File: src/rtl/game_pkg.sv
// game_pkg: shared scheduler state type and LFSR seeding constants.
package game_pkg;
  typedef enum logic [1:0] {SEED, WARM, IDLE, SCAN} sched_state_t;
  localparam int RW_DEF = 6;
  localparam logic [RW_DEF-1:0] SEED_FALLBACK = 6'b000001;
endpackage

File: src/rtl/lane_gap_counter.sv
// lane_gap_counter: per-lane saturating tick counter; eligible once GAP_MIN ticks have passed since the last spawn.
module lane_gap_counter #(
  parameter int GAP_MIN = 3
) (
  input  logic clock,
  input  logic reset,
  input  logic tick,
  input  logic clear,
  output logic eligible
);
  logic [3:0] gap;
  assign eligible = gap == 4'(GAP_MIN);
  always_ff @(posedge clock) begin
    if (reset) gap <= 4'(GAP_MIN);
    else if (clear) gap <= '0;
    else if (tick && !eligible) gap <= gap + 4'd1;
  end
endmodule

File: src/rtl/spawn_scheduler.sv
// spawn_scheduler: round-robin obstacle spawner sharing one LFSR; optional SPAWN_SCHED_STATS_EN adds spawn/reseed counters.
module spawn_scheduler
  import game_pkg::*;
#(
  parameter int LANES   = 4,
  parameter int GAP_MIN = 3,
  parameter int RW      = RW_DEF
) (
  input  logic               clock,
  input  logic               reset,
  input  logic               tick,
  input  logic               enable,
  input  logic [RW-1:0]      seed,
  input  logic [RW-1:0]      rnd,
  output logic               rng_load,
  output logic [RW-1:0]      rng_start,
  input  logic [LANES*RW-1:0] density,
  output logic [LANES-1:0]   spawn,
  output logic               busy
`ifdef SPAWN_SCHED_STATS_EN
  ,
  output logic [15:0]        spawn_total,
  output logic [7:0]         rng_reseeds
`endif
);
  localparam int IW = LANES > 1 ? $clog2(LANES) : 1;
  sched_state_t state, state_n;
  logic warm, warm_n;
  logic [IW-1:0] ptr, ptr_n, idx, idx_n, cnt, cnt_n;
  logic pending, pending_n, fire, zero;
  logic [LANES-1:0] eligible, clear, spawn_n;
  assign zero      = rnd == '0;
  assign fire      = eligible[idx] && (rnd < density[idx*RW +: RW]);
  assign busy      = state != IDLE;
  assign rng_load  = (state == SEED) && !reset;
  assign rng_start = seed == '0 ? RW'(SEED_FALLBACK) : seed;
  for (genvar i = 0; i < LANES; i++) begin : g_gap
    lane_gap_counter #(.GAP_MIN(GAP_MIN)) u_gap (
      .clock(clock), .reset(reset), .tick(tick), .clear(clear[i]), .eligible(eligible[i])
    );
  end
  always_comb begin
    state_n   = state;
    warm_n    = 1'b0;
    ptr_n     = ptr;
    idx_n     = idx;
    cnt_n     = cnt;
    pending_n = pending | (tick & busy);
    spawn_n   = '0;
    clear     = '0;
    case (state)
      SEED: state_n = WARM;
      WARM: begin
        warm_n  = !warm;
        state_n = warm ? IDLE : WARM;
      end
      IDLE: if ((tick || pending) && enable) begin
        pending_n = 1'b0;
        idx_n     = ptr;
        cnt_n     = '0;
        state_n   = SCAN;
      end
      SCAN: if (zero) begin
        // LFSR locked at zero: abandon the round and rerun it after reseeding
        state_n   = SEED;
        pending_n = 1'b1;
      end else if (fire) begin
        spawn_n[idx] = 1'b1;
        clear[idx]   = 1'b1;
        ptr_n        = idx == IW'(LANES-1) ? '0 : idx + 1'b1;
        state_n      = IDLE;
      end else begin
        idx_n   = idx == IW'(LANES-1) ? '0 : idx + 1'b1;
        cnt_n   = cnt + 1'b1;
        state_n = cnt == IW'(LANES-1) ? IDLE : SCAN;
      end
      default: state_n = SEED;
    endcase
  end
  always_ff @(posedge clock) begin
    if (reset) begin
      state   <= SEED;
      warm    <= 1'b0;
      ptr     <= '0;
      idx     <= '0;
      cnt     <= '0;
      pending <= 1'b0;
      spawn   <= '0;
    end else begin
      state   <= state_n;
      warm    <= warm_n;
      ptr     <= ptr_n;
      idx     <= idx_n;
      cnt     <= cnt_n;
      pending <= pending_n;
      spawn   <= spawn_n;
    end
  end
`ifdef SPAWN_SCHED_STATS_EN
  always_ff @(posedge clock) begin
    if (reset) begin
      spawn_total <= '0;
      rng_reseeds <= '0;
    end else begin
      if (|spawn && spawn_total != 16'hFFFF) spawn_total <= spawn_total + 16'd1;
      if (state == SCAN && zero && rng_reseeds != 8'hFF) rng_reseeds <= rng_reseeds + 8'd1;
    end
  end
`endif
endmodule

File: config.mk
export PLATFORM = sky130hd
export DESIGN_NAME = spawn_scheduler
export DESIGN_NICKNAME = d
export VERILOG_FILES = /design/src/rtl/game_pkg.sv /design/src/rtl/lane_gap_counter.sv /design/src/rtl/spawn_scheduler.sv
export SDC_FILE = /design/constraint.sdc
export NUM_CORES = 1
export LEC_CHECK = 0
export BUFFER_PORTS_ARGS = -buffer_cell sky130_fd_sc_hd__buf_2
export CAP_MARGIN = 25
export CORE_MARGIN = 5
export CORE_UTILIZATION = 48
export CTS_CLUSTER_SIZE = 28
export DETAILED_ROUTE_END_ITERATION = 6
export GPL_TIMING_DRIVEN = 0
export PLACE_DENSITY = 0.77
export SLEW_MARGIN = 20
export SYNTH_ARGS = -nofsm -noshare
export SYNTH_HDL_FRONTEND = slang
export SYNTH_HIERARCHICAL = 1
export SYNTH_SLANG_ARGS = --single-unit
File: constraint.sdc
create_clock -name clock -period 3.5 [get_ports clock]
set_input_delay 0.875 -clock clock [delete_from_list [all_inputs] [get_ports clock]]
set_output_delay 0.875 -clock clock [all_outputs]
set_load 0.005 [all_outputs]
Word level (Yosys, flattened, before mapping)
Cells that the tools add are included.

Bits in registers: 30. Input bits: 40. Output and inout bits: 12. Logic and storage cells: 107.

Add/sub/neg operators: 6. Multipliers: 1. Order comparisons: 3. Equal/unequal tests: 13. Shifts and indexed selects: 1. Muxes and demuxes: 34. Bitwise logic cells: 4. Reduce and logical (&&, ||, !) cells: 30.

Operator list (count): 2-bit two-way mux (18); 24-bit by 6-bit indexed part select with 6-bit output (1); 4-bit by 1-bit adder with 4-bit output (second input constant) (4); 4-bit by 2-bit equality test with 1-bit output (second input constant) (4); 6-bit zero test (2); 4-bit two-way mux (3); 2-bit nonzero test (5); 2-bit OR reduction (5); 2-bit equality test (second input constant) (4); 1-bit logical AND (8); 2-bit inequality test (second input constant) (4); 2-bit one-hot mux with 2 select lines (2); 2-bit one-hot mux with 4 select lines (1); 1-bit zero test (6); 6-bit < comparator (1); 1-bit two-way mux (6); 6-bit two-way mux (1); 2-bit by 1-bit adder with 2-bit output (second input constant) (2); 2-bit by 2-bit multiplier with 4-bit output (second input constant) (1); 4-bit AND reduction (1); 2-bit by 3-bit < comparator with 1-bit output (second input constant) (1); 3-bit AND reduction (1); 1-bit binary-select mux with 2-bit select (1); 1-bit demux with 2-bit select (1); other kinds (8) (9).

Longest topological paths before layout
Gate-level depths: netlist (run 1).

Depth after elaboration: 8. Gate-level depth with buffers: 10.

Hierarchy
Netlist (run 1), hierarchy kept.

By module, submodules not included: spawn_scheduler (times used 1, cells an instance 119, area each 1123.6 um^2); lane_gap_counter (times used 4, cells an instance 21, area each 212.7 um^2).

Worst setup path before layout (run 1)
No wires, ideal clock.

Path type: input port to flip-flop. From: in density[9]. To: reg g_gap[1].u_gap.gap[0]. Library setup time: 134 ps. Arrival time: 3249 ps. Required time: 3366 ps. Slack: 117 ps. Stages: 9. Buffers on the path: 0. Cells stage by stage: mux4_1 > inv_1 > ha_1 > a211oi_1 > nor2_1 > a211oi_2 > and3_2 > and3b_2 > or4_1.

Cells in the longest elaborated chain, start to end: 7. Elaborated cells on any way between the ends: 8. Those cells by class: order compare: 1; shift: 1; mux: 4; reduce/logical: 2.

RTL lines: start: declaration (RTL line spawn_scheduler.sv:17) `input logic [LANES*RW-1:0] density,`; 24-bit by 6-bit indexed part select with 6-bit output (*) (RTL line spawn_scheduler.sv:33) `assign fire = eligible[idx] && (rnd < density[idx*RW +: RW]);`; 6-bit < comparator (*) (RTL line spawn_scheduler.sv:33); 1-bit logical AND (*) (RTL line spawn_scheduler.sv:33); 4-bit two-way mux (*) (RTL line spawn_scheduler.sv:67) `end else if (fire) begin`; 4-bit two-way mux (*) (RTL line spawn_scheduler.sv:63) `SCAN: if (zero) begin`; 4-bit two-way mux (*) (RTL line spawn_scheduler.sv:51) `case (state)`; via clear[1] (RTL line spawn_scheduler.sv:31) `logic [LANES-1:0] eligible, clear, spawn_n;`; 2-bit two-way mux / 2-bit nonzero test (equally long branches); end signal: assignment (RTL line lane_gap_counter.sv:14) `if (reset) gap <= 4'(GAP_MIN);`; end signal: assignment (RTL line lane_gap_counter.sv:16) `else if (tick && !eligible) gap <= gap + 4'd1;`; end: declaration (RTL line lane_gap_counter.sv:11) `logic [3:0] gap;`.

Mark *: on every way through the listed nets, which the timed path passes. The rest lies on a longest branch. A chain may end at the register's enable or synchronous reset.

Worst setup path in the final report (run 1)
From: in density[7]. To: reg g_gap[2].u_gap.gap[0].

Cells in the longest elaborated chain, start to end: 7. Elaborated cells on any way between the ends: 8. Those cells by class: order compare: 1; shift: 1; mux: 4; reduce/logical: 2.

RTL lines (RTL line): 24-bit by 6-bit indexed part select with 6-bit output (*) (spawn_scheduler.sv:33); 6-bit < comparator (*) (spawn_scheduler.sv:33); 1-bit logical AND (*) (spawn_scheduler.sv:33); 4-bit two-way mux (*) (spawn_scheduler.sv:67); 4-bit two-way mux (*) (spawn_scheduler.sv:63); 4-bit two-way mux (*) (spawn_scheduler.sv:51); via clear[2] (spawn_scheduler.sv:31); 2-bit two-way mux / 2-bit nonzero test (equally long branches); end signal: assignment (lane_gap_counter.sv:14); end signal: assignment (lane_gap_counter.sv:16); end: declaration (lane_gap_counter.sv:11).

Marks and branches as above.

==> results of run 1 <==
[layout make-up]
type / instances / share of cell area (%)
Multi-Input combinational cell: 145 / 52.52
Sequential cell: 30 / 24.96
Timing Repair Buffer: 53 / 11.23
Clock buffer: 7 / 3.588
Inverter: 17 / 2.652
Tap cell: 50 / 2.600
Buffer: 11 / 2.236
Clock inverter: 1 / 0.2080
[path summary, 6_finish.rpt]
path	start	endpoint	slack, ps	cells after the start
setup / recovery	density[7]	g_gap[2].u_gap/gap[0]	200	10
hold / removal	warm	warm	450	1
setup reg to reg	idx[0]	g_gap[2].u_gap/gap[0]	200	10
hold reg to reg	warm	warm	450	1
[per-layer routing]
layer  up-vias  part of all wire [%]  GRT usage [%]
met5         -                     0              0
met4         0                   1.7          7.243
met3         6                   8.2          5.000
met2        64                    45          28.44
met1       804                    45          20.85
li1        895                     -              -
[per-stage QoR]
step	worst slack, ps	total power [W]
2_1_floorplan	117.0	0.0004607
3_3_place_gp	-221.8	0.0005111
3_5_place_dp	-288.4	0.0005160
4_1_cts	3.289	0.0008052
5_1_grt	33.74	0.0008553
6_report	196.3	0.0008089
[power groups by stage]
stage               registers [W]  clock network [W]  logic [W]
global placement         0.000363                  0   0.000148
detailed placement       0.000364                  0   0.000152
floorplan                0.000362                  0  0.0000984
CTS                      0.000356           0.000296   0.000153
finish                   0.000356           0.000286   0.000166
global route             0.000357           0.000312   0.000186
[state kept, by name, indices dropped and copies added, names as in the netlist]
name and count:
cnt 2, spawn 4, ptr 2, pending 1
state 2, idx 2, warm 1, g_gap.u_gap/gap 16
[repair_timing]
| action | CTS | global route |
|---|---|---|
| setup buffers | 0 | 2 |
| gates resized for setup | 0 | 1 |
| endpoints found under the setup margin | 0 | 4 |
[cell families after synthesis]
group                      Yosys count  share of synthesized area [%]
AOI/OAI and AO/OA                   38                          14.32
muxes                                9                          9.822
DFF                                 30                          30.42
and+or+nand+nor                     76                          27.06
xor gates and xnor gates             8                          3.549
adders and majority gates           14                          8.872
buffers and inverters               28                          5.957
[cells in the final DEF, fill, tap and decap left out, types with 7 or more instances in the layout]
master    netlist  final
o21ai_0         9      9
ha_1           14     14
inv_1          17     17
xor2_1          8      8
nor4_1          7      7
clkbuf_1        8      9
nor2_1          7      7
dfxtp_1        30     30
buf_2           1     52
nor3b_1         8      8
nor3_1         12     12
==> impl_results.md, run 1 <==
- Sequential Area: 600.6 sq um
- Cell family with most CP delay: simple AND/OR/NAND/NOR gates
- GRT Util Overall: 17.19%
- Comb pwr share: about a fifth
- Critical path class: in -> reg
- RSZ-0062 raised after global routing: no
- Post-Syn Nets: about 260
- Post-synth EDFFs: 0
- Yosys reg bits: 30
- Input/output buffers: roughly 50
- Seq/Total Area, Yosys: between 30 and 40%
- Max Cap Viol: 0
- Pwr Density: about 340 nW/um^2
- Antenna Violating Nets Remaining: 0
- H-tree depth: 2
- NumNets Final: 317
- Synth warn: 6
- Syn avg cell area: 9.726 sq um
- Vias: 1769
- Cells after synthesis: 203
- Initial antenna violation count: 0
- Fin crit period: 3304 ps
- Switching Power: 0.0002166 W
- Initial Util: around half
- Slew Limit Fails: 0
- CP Cell Sequence: buf_2 -> mux4_1 -> inv_1 -> ha_1 -> nor2_1 -> a311oi_4 -> a211oi_4 -> and3_2 -> and3b_2 -> or4_1
- Post-synth top flop: dfxtp_1
- FFs w/ async S/R, synth: 0%
- Layout Skew: 4.722 ps
- Grt total ovfl: 0
- Area grow syn2layout: 21.86%
- Clk Latency, worst-skew pair: 280 ps
- FMAX: ~300 MHz
- Via density: 5.634
- Num CTS Buffers: 5
- First-pass GRT wire length: between 7000 and 8000 um
- Crit-path max cell delay: 500 ps
- Internal: 0.0005923 W
- Io pins: 52
- Top cells by area, synth: dfxtp_1, ha_1, mux4_1, nor3b_4, xor2_1
- Synth top area share: 30.42%
- Startpoint types: primary input
- Initial DRC count: 65
- Worst VDD drop: approximately 0.13 mV
- Sw Ratio: between 20 and 30%
- Die ar.: approximately 5500 sq um
- # DRC: 0
- Drt total wl: 4350 um
- Clk buf depth: 2
- Crit path required time: about 3700 ps
- CTS tree: yes
- Area of the multi-input gates: ~1300 sq um
- Placement Rows: 23
- Placed cells: 304
- Drt pass-1 iters: 4
- Lkg Pwr: 1.012 nW
- Die width: between 70 and 80 um
- Outcome: complete, no violations
- Arr. time, crit path: about 3500 ps
- Placed cell areas: 2292 sq um
- Final Cycle Share: a little over nine tenths
- Clock sinks: 30
- Hold_buf cts: 0
- Clk pwr share: between 30% and 40%
- # diodes: 0
- Post-route insts no fill: 314
- Measured slew at the worst slew-check pin: 459.1 ps
- Setup crit end kind: flop
- Sequential power share: 44.1%
- Fill cells: 350
- Root Driver: clkbuf_8
- Die Span Y: 74.14 um
- Floorplan core area: 4000 sq um
- Synth area leader: dfxtp_1
- Post-DP HPWL: ~3300 um
- GP Congestion: 0.7616
- Post-synthesis cell type count: 44
- Final Hold Fails: 0
- Via count of the first global-routing pass: 1690
- Finished Cell Area: 2406 sq um
- Critical Path Fanout Max: 8
- Layout cells sized above 1: 31.44%
- Crit-path slowest cell: mux4_1
- Post-Syn Area: 1974 sq um
- Most frequent cell after synthesis: dfxtp_1
- Hold WC Path Type: reg -> reg
- Clock transition at path regs: 60 ps
- WL/cell: 13.85 um
- Setup-failing EPs final: 0
- Final hold slack: 447.9 ps
- Fin util: 60.15%
- Bufs and invs on worst path: 2
- Slew Limit Headroom: 69.39%
- Largest net degree at the start of global routing: 25
- Commonest cells in the synthesized netlist: dfxtp_1, inv_1, ha_1, nor3_1, o21ai_0
- Setup TNS: 0 ps
No activity file was read; power rests on OpenSTA's default activity.
==> run 2: changes to the inputs <==
--- a/config.mk
+++ b/config.mk
@@ -8,11 +8,11 @@
 export BUFFER_PORTS_ARGS = -buffer_cell sky130_fd_sc_hd__buf_2
 export CAP_MARGIN = 25
 export CORE_MARGIN = 5
-export CORE_UTILIZATION = 48
+export CORE_UTILIZATION = 50
 export CTS_CLUSTER_SIZE = 28
 export DETAILED_ROUTE_END_ITERATION = 6
 export GPL_TIMING_DRIVEN = 0
-export PLACE_DENSITY = 0.77
+export PLACE_DENSITY = 0.76
 export SLEW_MARGIN = 20
 export SYNTH_ARGS = -nofsm -noshare
 export SYNTH_HDL_FRONTEND = slang
==> constraint.sdc (replaced) <==
create_clock -name clock -period 4.3 [get_ports clock]
set_input_delay 1.075 -clock clock [delete_from_list [all_inputs] [get_ports clock]]
set_output_delay 1.075 -clock clock [all_outputs]
set_load 0.005 [all_outputs]
==> impl_results.md, run 2 (synthesis gave the netlist of run 1 again) <==
- Outcome: complete, no violations
- Initial Util: 52.74%
- Setup-failing EPs final: 0
- Hold WC Path Type: reg -> reg
- Floorplan core area: 3744 sq um
- Die Span Y: between 70 and 80 um
- Bufs and invs on worst path: 2
- Worst VDD drop: around 0.15 mV
- Slew Limit Headroom: 61.86%
- Final Cycle Share: 85.23%
- Lkg Pwr: approximately 0.99 nW
- # diodes: 0
- Layout Skew: 6.325 ps
- Commonest non-fill, non-tap cell in the layout: buf_2
- Pwr Density: 262.4 nW/um^2
- Area grow syn2layout: 19.84%
- CP Cell Sequence: buf_2 -> mux4_1 -> inv_1 -> ha_1 -> a211oi_1 -> nor2_1 -> a211oi_2 -> and3_2 -> and3b_2 -> or4_1
- Placement Rows: 22
- Sequential power share: 46.7%
- Most frequent cells in the layout: buf_2, dfxtp_1, inv_1, ha_1, nor3_1
- Largest net degree at the start of global routing: 25
- Crit-path slowest cell: a211oi_2
- GRT Util Overall: ~17%
- Critical path class: in -> reg
- Final Hold Fails: 0
- Root Driver: clkbuf_8
- Grt total ovfl: 0
- Die width: 72.84 um
- Critical Path Fanout Max: 9
- Initial DRC count: 96
- Input/output buffers: 51
- Die ar.: 5306 sq um
- Drt pass-1 iters: 4
- Post-route insts no fill: approximately 310
- Comb pwr share: between 10% and 20%
- Setup TNS: 0 ps
- Crit path required time: between 4000 and 5000 ps
- Setup crit end kind: flop
- Layout cells sized above 1: 30.27%
- WL/cell: 13.49 um
- Vias: 1742
- GP Congestion: about 0.8
- Post-DP HPWL: 3191 um
- Arr. time, crit path: 3810 ps
- Post_cts resized: 0
- Top flop regs: g_gap.u_gap/gap x16, spawn x4
- First-pass GRT wire length: 7120 um
- Sw Ratio: between 20% and 30%
- Drt total wl: 4167 um
- Io pins: between 50 and 60
- Clk buf depth: 2
- Via count of the first global-routing pass: 1622
- # DRC: 0
- Via density: between 5 and 6
- FMAX: 272.9 MHz
- H-tree depth: 2
- Antenna Violating Nets Remaining: 0
- Max Cap Viol: 0
- Startpoint types: primary input
- Switching Power: around 0.00017 W
- Post-CTS Setup Inserts: 0
- Measured slew at the worst slew-check pin: 571.1 ps
- Fin crit period: around 3700 ps
- Final hold slack: 447.9 ps
- Internal: 0.0004557 W
- Hold_buf cts: 0
- CTS tree: yes
- Crit-path max cell delay: 520 ps
- Clk Latency, worst-skew pair: around 280 ps
- NumNets Final: 315
- Placed cell areas: 2290 sq um
- Slew Limit Fails: 0
- Clock transition at path regs: about 60 ps
- Max FFs per register: 16
- Clk pwr share: between 30% and 40%
- Num CTS Buffers: 5
- Cell family with most CP delay: simple AND/OR/NAND/NOR gates
- Clock sinks: 30
- Initial antenna violation count: 0
- RSZ-0062 raised after global routing: no
- Placed cells: about 300
- Biggest register: g_gap.u_gap/gap
- Finished Cell Area: 2366 sq um
## run 2: per-layer routing
metal,vias to the layer above,global-route usage (%),part of all wire [%]
met5,-,0,0
met4,0,7.992,1.9
met3,5,4.959,7.1
met2,58,29.06,48
met1,790,20.34,43
li1,889,-,-
## run 2: power groups by stage
stage          sequential, W  clock, W  combinational, W
2_1_floorplan       0.000295         0         0.0000801
3_3_place_gp        0.000296         0          0.000121
3_5_place_dp        0.000296         0          0.000122
4_1_cts             0.000290  0.000215          0.000123
5_1_grt             0.000291  0.000230          0.000138
6_report            0.000290  0.000209          0.000121
## run 2: worst paths after layout
kind	cells past startpoint	slack, ps	to	startpoint
max	10	640	g_gap[2].u_gap/gap[0]	density[9]
min	1	450	warm	warm
max reg2reg	10	840	g_gap[2].u_gap/gap[0]	idx[0]
min reg2reg	1	450	warm	warm
## run 2: stage by stage
stage | total power, W | util, % | setup WS, ps
3_5_place_dp | 0.0004185 | 61.16 | 325.8
2_1_floorplan | 0.0003750 | - | 717.0
5_1_grt | 0.0006589 | 63.20 | 420.7
3_3_place_gp | 0.0004164 | 61.16 | 373.9
6_report | 0.0006208 | 63.20 | 635.1
4_1_cts | 0.0006288 | 63.20 | 614.5
## run 2: layout make-up
| cell class | instances | area (sq um) |
|---|---|---|
| flip-flops and latches | 30 | 600.6 |
| well taps | 48 | 60.06 |
| clock buffers | 7 | 76.32 |
| inverters | 17 | 63.81 |
| plain buffers | 11 | 53.80 |
| fillers | 337 | 1378 |
| repair buffers | 51 | 255.2 |
| multi-input cells | 145 | 1256 |
